--- config.mk ---
export PLATFORM = sky130hd
export DESIGN_NAME = fp32_acc_seq
export DESIGN_NICKNAME = d
export VERILOG_FILES = /design/src/rtl/fp32_acc_seq.sv
export SDC_FILE = /design/constraint.sdc
export NUM_CORES = 1
export LEC_CHECK = 0
export ABC_AREA = 1
export BUFFER_PORTS_ARGS = -buffer_cell sky130_fd_sc_hd__clkbuf_2
export CAP_MARGIN = 20
export CORE_MARGIN = 8
export CORE_UTILIZATION = 45
export CTS_BUF_LIST = sky130_fd_sc_hd__clkbuf_8
export DETAILED_ROUTE_END_ITERATION = 16
export MAX_ROUTING_LAYER = met4
export PLACE_DENSITY = 0.72
export SLEW_MARGIN = 20
export SYNTH_ARGS = -nofsm -noshare
export SYNTH_HDL_FRONTEND = slang
export SYNTH_SLANG_ARGS = --single-unit
--- constraint.sdc ---
create_clock -name clk -period 5.1 [get_ports clk]
set_clock_uncertainty 0.2 [all_clocks]
set_input_delay 0.51 -clock clk [delete_from_list [all_inputs] [get_ports clk]]
set_output_delay 0.51 -clock clk [all_outputs]
set_load 0.03 [all_outputs]
--- src/rtl/fp32_acc_seq.sv ---
// fp32_acc_seq: streaming FP32 packet reduction sequencer feeding a single
// external fp32_add unit. Holds the running sum, issues one add at a time,
// and emits one sum per packet with its element count and a timeout flag.
module fp32_acc_seq #(
   parameter int CNT_W   = 16,
   parameter int TIMEOUT = 64
) (
   input  logic             clk,
   input  logic             rst,
   input  logic             in_valid,
   output logic             in_ready,
   input  logic [31:0]      in_data,
   input  logic             in_last,
   output logic             add_valid,
   output logic [31:0]      add_a,
   output logic [31:0]      add_b,
   input  logic [31:0]      add_y,
   input  logic             add_ready,
   output logic             out_valid,
   input  logic             out_ready,
   output logic [31:0]      out_sum,
   output logic [CNT_W-1:0] out_count,
   output logic             err_timeout
);

   localparam int TMO_W = $clog2(TIMEOUT);

   typedef enum logic [1:0] {
      IDLE   = 2'd0,
      GATHER = 2'd1,
      WAIT   = 2'd2,
      DONE   = 2'd3
   } state_t;

   state_t            state;
   logic [31:0]       acc;
   logic [CNT_W-1:0]  count;
   logic [TMO_W-1:0]  tmo;
   logic              last_q;
   logic              in_hs;

   // Input is only accepted while no add is pending and no result is waiting;
   // gated by rst so the port reads 0 during reset.
   assign in_ready  = !rst && ((state == IDLE) || (state == GATHER));
   assign in_hs     = in_valid && in_ready;

   // Result port mirrors the accumulator registers directly.
   assign out_valid = (state == DONE);
   assign out_sum   = acc;
   assign out_count = count;

   // Sequencer FSM: load first element, issue one add per further element,
   // wait for the adder (bounded by TIMEOUT), then present the packet sum.
   always_ff @(posedge clk or posedge rst) begin
      if (rst) begin
         state       <= IDLE;
         acc         <= '0;
         count       <= '0;
         tmo         <= '0;
         last_q      <= 1'b0;
         add_valid   <= 1'b0;
         add_a       <= '0;
         add_b       <= '0;
         err_timeout <= 1'b0;
      end else begin
         add_valid <= 1'b0;
         case (state)
            IDLE: begin
               if (in_hs) begin
                  acc   <= in_data;
                  count <= CNT_W'(1);
                  state <= in_last ? DONE : GATHER;
               end
            end
            GATHER: begin
               if (in_hs) begin
                  add_a     <= acc;
                  add_b     <= in_data;
                  add_valid <= 1'b1;
                  if (count != '1)
                     count <= count + CNT_W'(1);
                  last_q    <= in_last;
                  tmo       <= '0;
                  state     <= WAIT;
               end
            end
            WAIT: begin
               // A response on the timeout cycle still wins over the timeout.
               if (add_ready) begin
                  acc   <= add_y;
                  state <= last_q ? DONE : GATHER;
               end else if (tmo == TMO_W'(TIMEOUT - 1)) begin
                  err_timeout <= 1'b1;
                  state       <= DONE;
               end else begin
                  tmo <= tmo + TMO_W'(1);
               end
            end
            DONE: begin
               if (out_ready) begin
                  err_timeout <= 1'b0;
                  state       <= IDLE;
               end
            end
            default: state <= IDLE;
         endcase
      end
   end

endmodule
==> After elaboration in Yosys (flattened, before gate mapping) <==
Cells that the tools add are included.
{ "op_classes": {"muxes": 25, "reduce_logical": 15, "eq_ne": 14, "add_sub_neg": 2} }
{ "op_table": {"columns": ["cell", "n"], "rows": [
  ["$mux 32", 2],
  ["$pmux 32 s2", 1],
  ["$mux 16", 3],
  ["$pmux 16 s2", 1],
  ["$mux 6", 3],
  ["$add 16x1->16 const B", 1],
  ["$ne 16x16->1 const B", 1],
  ["$reduce_and 4->1", 4],
  ["$mux 2", 7],
  ["$ne 2x2->1 const B", 6],
  ["$pmux 6 s2", 1],
  ["$pmux 2 s4", 1],
  ["$reduce_bool 2->1", 4],
  ["$add 6x1->6 const B", 1],
  ["$eq 6x6->1 const B", 1],
  ["$mux 1", 5],
  ["$eq 2x2->1 const B", 2],
  ["$ne 2x1->1 const B", 2],
  ["$ne 3x3->1 const B", 1],
  ["$reduce_and 3->1", 1],
  ["$eq 2x1->1 const B", 1],
  ["$logic_and 1x1->1", 2],
  ["$logic_not 2->1", 1],
  ["$pmux 1 s2", 1],
  ["other kinds (3)", 3]
]} }
{ "totals": {"reg_bits": 123, "word_cells": 65} }

==> Longest topological paths before layout <==
Gate-level depths: netlist (run 1).
{ "depth": {"depth_word": 6, "ltp_mapped": 10, "depth_no_buf": 9} }

==> Worst setup path after synthesis (run 1) <==
No wires, ideal clock.
{ "synth_timing": {"path_kind": "input port to flip-flop", "from": "in rst", "to": "reg acc[0], in the netlist out_sum[0]", "stages": 5, "t_arrival_ns": 1.583, "setup_ns": 0.131, "t_required_ns": 4.769, "slack_ns": 3.186, "cell_sequence": "nor2_2 -> nand2_2 -> o21ai_4 -> clkbuf_1 -> o21ai_0"} }
{ "synth_between": {"elab_chain_cells": 5} }
{ "synth_rtl": {"columns": ["item", "line_no", "rtl"], "rows": [
  ["start, declared", "9", "input logic rst,"],
  ["$logic_not 1->1 (no source line)", null, null],
  ["$logic_and 1x1->1", "44", "assign in_ready = !rst && ((state == IDLE) || (state == GATHER));"],
  ["$logic_and 1x1->1", "45", "assign in_hs = in_valid && in_ready;"],
  ["$ne 2x2->1 (no source line)", null, null],
  ["$reduce_and 3->1 (no source line)", null, null],
  ["end signal, assigned", "70", "acc <= in_data;"],
  ["end signal, assigned", "90", "acc <= add_y;"],
  ["end, declared", "36", "logic [31:0] acc;"]
]} }
Every way passes these cells.
A chain may end at the register's enable or synchronous reset.

==> Worst setup path in the final report (run 1) <==
{ "layout_timing": {"from": "in rst", "to": "reg add_b[22]"} }
{ "layout_between": {"elab_chain_cells": 4} }
{ "layout_rtl": {"columns": ["item", "line_no", "rtl"], "rows": [
  ["$logic_not 1->1 (no source line)", null, null],
  ["$logic_and 1x1->1", "44", null],
  ["$logic_and 1x1->1", "45", null],
  ["$reduce_and 2->1 (no source line)", null, null],
  ["end signal, assigned", "78", "add_b <= in_data;"],
  ["end, declared", "16", "output logic [31:0] add_b,"]
]} }
Every way passes these cells.

==> impl_metrics.csv, run 1 <==
group,metric,value,unit
status,status,"completed",
detailed_routing,remaining_drc_errors,0,
job,drv_cap,0,
synthesis,yosysMostFrequentCell,"nand2_1",
timing,finalCritPeriodShare,51.0,%
timing,setup-tns-final,0,ps
synthesis,synth.area.top_cells,"dfrtp_1 52%, nand2_1 11%, o21ai_2 9.8%",
cells_and_area,fin_area,0.00720,mm^2
detailed_routing,wl_met1,6730,um
clocking,clock_sinks,123,
pwr,pwr_density_cell,643,mW/mm^2
synthesis,ys_seq_elements,123,
cells_and_area,drive_above_1_share,36.4,%
detailed_routing,drtIter0Drc,323,
detailed_routing,vias,4805,
pwr,ir_drop,0.263,mV
synthesis,synth_top_area_cell,"dfrtp_1",
placed_design,gp_congestion,0.834,
synthesis,synthFlopType,"dfrtp_1",
detailed_routing,routed.top_layer,"met4",
detailed_routing,met3_length,1190,um
worst_setup_path,critical-path-max-stage-delay,630,ps
synthesis,synth_top_area_share,52.3,%
floorplanning,die-height,130,um
timing,slew_headroom,49.0,%
worst_setup_path,rrSetupSlack,2670,ps
pwr,p_leak,3.83,nW
synthesis,async_flop_share,100,%
clocking,clk_pin_slew_worst_paths,70,ps
grt,grt_overflow,0,
timing,setup_ws,2500,ps
floorplanning,num_rows,41,
worst_setup_path,crit_required,5260,ps
synthesis,ys_seq_area_share,52.3,%
synthesis,synth_area_per_cell,9.07,um^2
detailed_routing,first_pass_iters,4,
detailed_routing,viasPerCell,4.73,
synthesis,synth_nets,721,
placed_design,placed_cell_area,0.00682,mm^2
floorplanning,core,0.0127,mm^2
cells_and_area,utilization,56.8,%
placed_design,port_buffers,185,
detailed_routing,drt_wl_total,15100,um
clocking,cts_tree,"built",
synthesis,syn_area,0.00588,mm^2
synthesis,postSynthCellCount,649,
clocking,htreeDepth,4,
timing,timing.final.hold_violations,0,
floorplanning,die_x,130,um
grt,grt.total_usage,18.6,%
detailed_routing,wl_per_cell,14.9,um
floorplanning,fp.dieArea,0.0170,mm^2
synthesis,ys_top_cells_by_count,"176 x nand2_1, 123 x dfrtp_1, 89 x inv_1, 66 x o21ai_2, 41 x o21ai_0",
grt,grt_pass1_wl,23800,um
clocking,clockBufferDepth,2,
synthesis,synth_edf_count,0,
worst_setup_path,critPathBufInv,4,
clocking,clock_latency,430,ps
timing,fin_crit,2600,ps
placed_design,place_ws,2600,ps
worst_setup_path,cp-start-kind,"input port",
worst_setup_path,critical_path_peak_fanout,53,
worst_setup_path,crit_arrival,2760,ps
detailed_routing,wl_met2,6980,um
clocking,cts_buffers,17,
grt,antenna_found_initial,0,
cells_and_area,num_antenna_cells,0,
timing,setup_viol,0,
worst_setup_path,path_cells,"dlygate4sd3_1 > clkbuf_2 > nor2_2 > nand2_2 > nor2_4 > inv_4 > buf_4 > nand2_1 > o21ai_2",
worst_setup_path,worstSetupPathType,"input port to flop",
worst_setup_path,crit_path_end_kind,"flop",
clocking,root_buffer,"clkbuf_8",
timing,worst_pin_slew,764,ps
detailed_routing,ant_nets,0,
clocking,cts_setup_buffers,0,
timing,rsz0062_at_grt,"no",
cells_and_area,syn2layout_area_growth,22.3,%
grt,grt_pass1_vias,4707,
min_path,hp-class,"input port to flop",
timing,drv_slew,0,
worst_setup_path,slowest_stage,"buf_4",
synthesis,yosys_warnings,0,
floorplanning,io_pins,186,
synthesis,synth_cell_types,29,
cells_and_area,nets,903,
floorplanning,start_util,46.4,%
worst_setup_path,crit_family,"buffers and inverters",
placed_design,dpl.hpwl,10900,um
grt,grt_start_max_net_pins,65,
timing,fmax,384,MHz
final timing paths:
path | startpoint | to | cells after the start
min | in_data[19] | add_b[19] | 3
max reg2reg | state[0] | out_sum[25] | 6
max | rst | add_b[22] | 9
min reg2reg | add_a[24] | add_a[24] | 2
min in group asynchronous | rst | out_count[7] | 3
max in group asynchronous | rst | out_sum[2] | 4
cell usage in the layout, fill, tap and decap left out, drive strengths merged, types with 2 or more instances in the layout:
cell type / instances
o21ai: 119
a21oi: 4
inv: 99
nand2: 181
dfrtp: 123
clkinvlp: 4
nand3: 18
or2: 2
clkbuf: 202
clkinv: 5
nand3b: 2
nand4: 4
xor2: 5
buf: 6
ha: 2
o211ai: 33
bufinv: 2
nor2: 31
worst register-to-register path: cells and delay by family (launching register included):
kind / cells / cell delay, ps
buf+inv: 2 / 990
flops: 1 / 580
simple gates: 2 / 210
compound gates: 2 / 290
metrics by stage:
step / std cells / hold slack, ps / power [mW]
after floorplan: 649 / 281 / 3.23
after global placement: 983 / 265 / 3.82
after detailed placement: 983 / 267 / 3.86
after CTS: 1016 / 92.2 / 4.69
after global routing: 1016 / 103 / 4.94
final: 1016 / 123 / 4.63
what timing repair did:
item | CTS | global route
endpoints found under the hold margin | 44 | 0
resized for setup | 0 | 0
setup endpoints to repair | 0 | 0
hold buffers | 1 | 0
logic make-up (layout without fill, tap and decap cells):
| kind of cell | after synthesis | in the layout | share of synthesized area [%] |
|---|---|---|---|
| AND/OR/NAND/NOR | 238 | 238 | 16.8 |
| XOR/XNOR | 6 | 6 | 0.893 |
| flip-flops | 123 | 123 | 52.3 |
| AO/OA/AOI/OAI | 156 | 156 | 19.1 |
| buffers and inverters | 124 | 319 | 10.4 |
| adder cells (fa/ha/maj) | 2 | 2 | 0.425 |
layout make-up:
type / instances / area [um^2]
Fill cell: 1189 / 5470
Sequential cell: 123 / 3080
Multi-Input combinational cell: 402 / 2190
Timing Repair Buffer: 192 / 981
Inverter: 95 / 362
Clock buffer: 17 / 234
Tap cell: 172 / 215
Clock inverter: 15 / 138
registers in the layout, summed over array words and instances, names as in the netlist:
signal / cells
err_timeout: 1
add_b: 32
add_a: 32
last_q: 1
tmo: 6
add_valid: 1
out_sum: 32
state: 2
out_count: 16
metal layers:
| metal | global-route usage [%] | vias up |
|---|---|---|
| met5 | - | - |
| met4 | 6.14 | 0 |
| met3 | 5.51 | 15 |
| met2 | 27.5 | 137 |
| met1 | 24.1 | 2208 |
| li1 | - | 2445 |
report_power, final:
part           internal, mW  switching (mW)
Sequential             1.36           0.249
Combinational         0.599            1.61
Clock                 0.424           0.383
Power figures use the tool's default switching activity.
==> inputs of run 2 (changes only) <==
--- a/config.mk
+++ b/config.mk
@@ -13,7 +13,7 @@
 export CTS_BUF_LIST = sky130_fd_sc_hd__clkbuf_8
 export DETAILED_ROUTE_END_ITERATION = 16
 export MAX_ROUTING_LAYER = met4
-export PLACE_DENSITY = 0.72
+export PLACE_DENSITY = 0.75
 export SLEW_MARGIN = 20
 export SYNTH_ARGS = -nofsm -noshare
 export SYNTH_HDL_FRONTEND = slang
==> constraint.sdc (replaced) <==
create_clock -name clk -period 2.3 [get_ports clk]
set_clock_uncertainty 0.2 [all_clocks]
set_input_delay 0.23 -clock clk [delete_from_list [all_inputs] [get_ports clk]]
set_output_delay 0.23 -clock clk [all_outputs]
set_load 0.03 [all_outputs]
==> run 2 against run 1 <==
Against the previous run:
- combinational power increased by 140%
- first-iteration DRC count increased by 47%
- register-to-register slack worse by 2600 ps
- die area unchanged
- global-route usage is 1.7 points higher
- flip-flop and latch count unchanged
- via count up 12%
- worst hold slack improved by 160 ps
- critical path depth down 2
==> impl_metrics.csv, run 2 (same netlist as run 1, synthesis figures left out) <==
group,metric,value,unit
status,status,"completed",
grt,grt_pass1_vias,5175,
grt,antenna_found_initial,3,
detailed_routing,wl_met2,8030,um
cells_and_area,fin_area,0.00812,mm^2
grt,grt_pass1_wl,26200,um
cells_and_area,finalNonFillerCells,1096,
pwr,switching_share,47.0,%
placed_design,port_buffers,185,
worst_setup_path,rrSetupSlack,110,ps
cells_and_area,nets,980,
cells_and_area,layout_commonest_cell,"clkbuf_2",
worst_setup_path,r2r.worst_path.cells,7,
pwr,p_clk_share,18.8,%
clocking,clockBufferDepth,2,
clocking,htreeDepth,4,
timing,finalCritPeriodShare,95.3,%
floorplanning,core,0.0127,mm^2
clocking,cts_tree,"built",
timing,slew_headroom,54.7,%
pwr,combPwrFrac,48.6,%
timing,fmax,456,MHz
timing,fin_crit,2190,ps
cells_and_area,syn2layout_area_growth,38.0,%
worst_setup_path,cp-start-kind,"flop",
placed_design,gp_congestion,0.823,
worst_setup_path,crit_path_end_kind,"flop",
worst_setup_path,r2r-end,"out_sum[18]",
worst_setup_path,timing.rr.start,"state[0]",
worst_setup_path,crit_start,"state[0]",
timing,drv_slew,0,
placed_design,dpl.hpwl,10800,um
worst_setup_path,critical_path_peak_fanout,66,
clocking,clock_latency,430,ps
timing,setup_viol,0,
floorplanning,fp.dieArea,0.0170,mm^2
min_path,hp-class,"flop to flop",
detailed_routing,drtIter0Drc,475,
pwr,power_frac_seq,32.6,%
pwr,p_leak,4.22,nW
job,drv_cap,0,
pwr,ir_drop,0.635,mV
floorplanning,io_pins,186,
detailed_routing,viasPerCell,4.89,
detailed_routing,wl_per_cell,15.6,um
timing,worst_pin_slew,680,ps
grt,grt_start_max_net_pins,124,
min_path,hold_path_end,"add_a[27]",
worst_setup_path,crit_required,2420,ps
floorplanning,start_util,46.4,%
clocking,root_buffer,"clkbuf_8",
timing,timing.final.hold_violations,0,
min_path,min_from,"add_a[27]",
floorplanning,die-height,130,um
placed_design,dpl.cell_count,986,
detailed_routing,drt_wl_total,17100,um
detailed_routing,ant_nets,0,
detailed_routing,wl_met1,7180,um
clocking,clock_sinks,123,
timing,rsz0062_at_grt,"no",
worst_setup_path,worstSetupPathType,"flop to flop",
placed_design,placed_cell_area,0.00690,mm^2
grt,grt_overflow,0,
pwr,pwr_density_cell,1350,mW/mm^2
clocking,cts_buffers,17,
pwr,p_int,5.80,mW
floorplanning,num_rows,41,
detailed_routing,remaining_drc_errors,0,
clocking,clk_pin_slew_worst_paths,80,ps
min_path,hold_path_depth,2,
grt,grt.total_usage,20.3,%
pwr,p_switching,5.14,mW
worst_setup_path,crit_arrival,2310,ps
detailed_routing,met3_length,1420,um
floorplanning,die_x,130,um
cells_and_area,fill_cells,1018,
detailed_routing,first_pass_iters,6,
detailed_routing,routed.top_layer,"met4",
cells_and_area,layout_common_cells,"185 x clkbuf_2, 176 x nand2_1, 123 x dfrtp_1",
cells_and_area,drive_above_1_share,34.1,%
detailed_routing,vias,5359,
timing,setup-tns-final,0,ps
==> run 2: cell type report <==
type	count	area (um^2)	area share, %
clock inverters	14	180	2.22
flip-flops and latches	123	3080	37.9
repair buffers	269	1830	22.6
well taps	172	215	2.65
clock buffers	18	248	3.05
multi-input cells	402	2190	27.0
inverters	95	363	4.47
diodes	3	7.51	0.0925
==> run 2: worst max-delay path, cell delays in order, from the launching register on <==
cell           delay, ps
dfrtp_1              390
buf_4                180
nor2_4               170
inv_2                 90
buf_12               210
o211ai_1             190
dlygate4sd3_1        570
o21ai_0               70
==> run 2: what timing repair did <==
item | 4_1_cts | 5_1_grt
buffers inserted | 0 | 1
resized for setup | 0 | 0
hold endpoints to repair | 191 | 0
endpoints found under the setup margin | 0 | 2
hold buffers | 72 | 0
==> run 2: stage by stage <==
| stage | setup WS, ps | util (%) | hold slack [ps] | power (mW) |
|---|---|---|---|---|
| global placement | 379 | 54.5 | 263 | 8.53 |
| finish | 109 | 64.1 | 283 | 10.9 |
| global route | 15.5 | 64.1 | 291 | 11.6 |
| CTS | 28.1 | 63.6 | 285 | 10.8 |
| detailed placement | 322 | 54.5 | 269 | 8.64 |
| floorplan | 359 | - | 151 | 7.17 |
==> run 2: how the worst max path moves through the flow <==
stage | depth (start not counted) | end
floorplan | 1 | add_a[0]
global placement | 7 | add_b[9]
detailed placement | 7 | add_b[9]
CTS | 8 | out_sum[1]
global route | 8 | out_sum[18]
finish | 7 | out_sum[18]
==> run 2: routing by layer <==
metal / vias up / global-route usage, %
met3: 36 / 5.34
li1: 2616 / -
met5: - / -
met4: 0 / 8.91
met1: 2491 / 24.5
met2: 216 / 31.6
==> run 2: power groups by stage <==
stage	clock network (mW)	logic [mW]	registers [mW]
5_1_grt	2.19	5.72	3.66
3_5_place_dp	0	5.06	3.58
3_3_place_gp	0	4.98	3.56
2_1_floorplan	0	2.02	5.14
4_1_cts	2.09	5.20	3.54
6_report	2.05	5.32	3.56
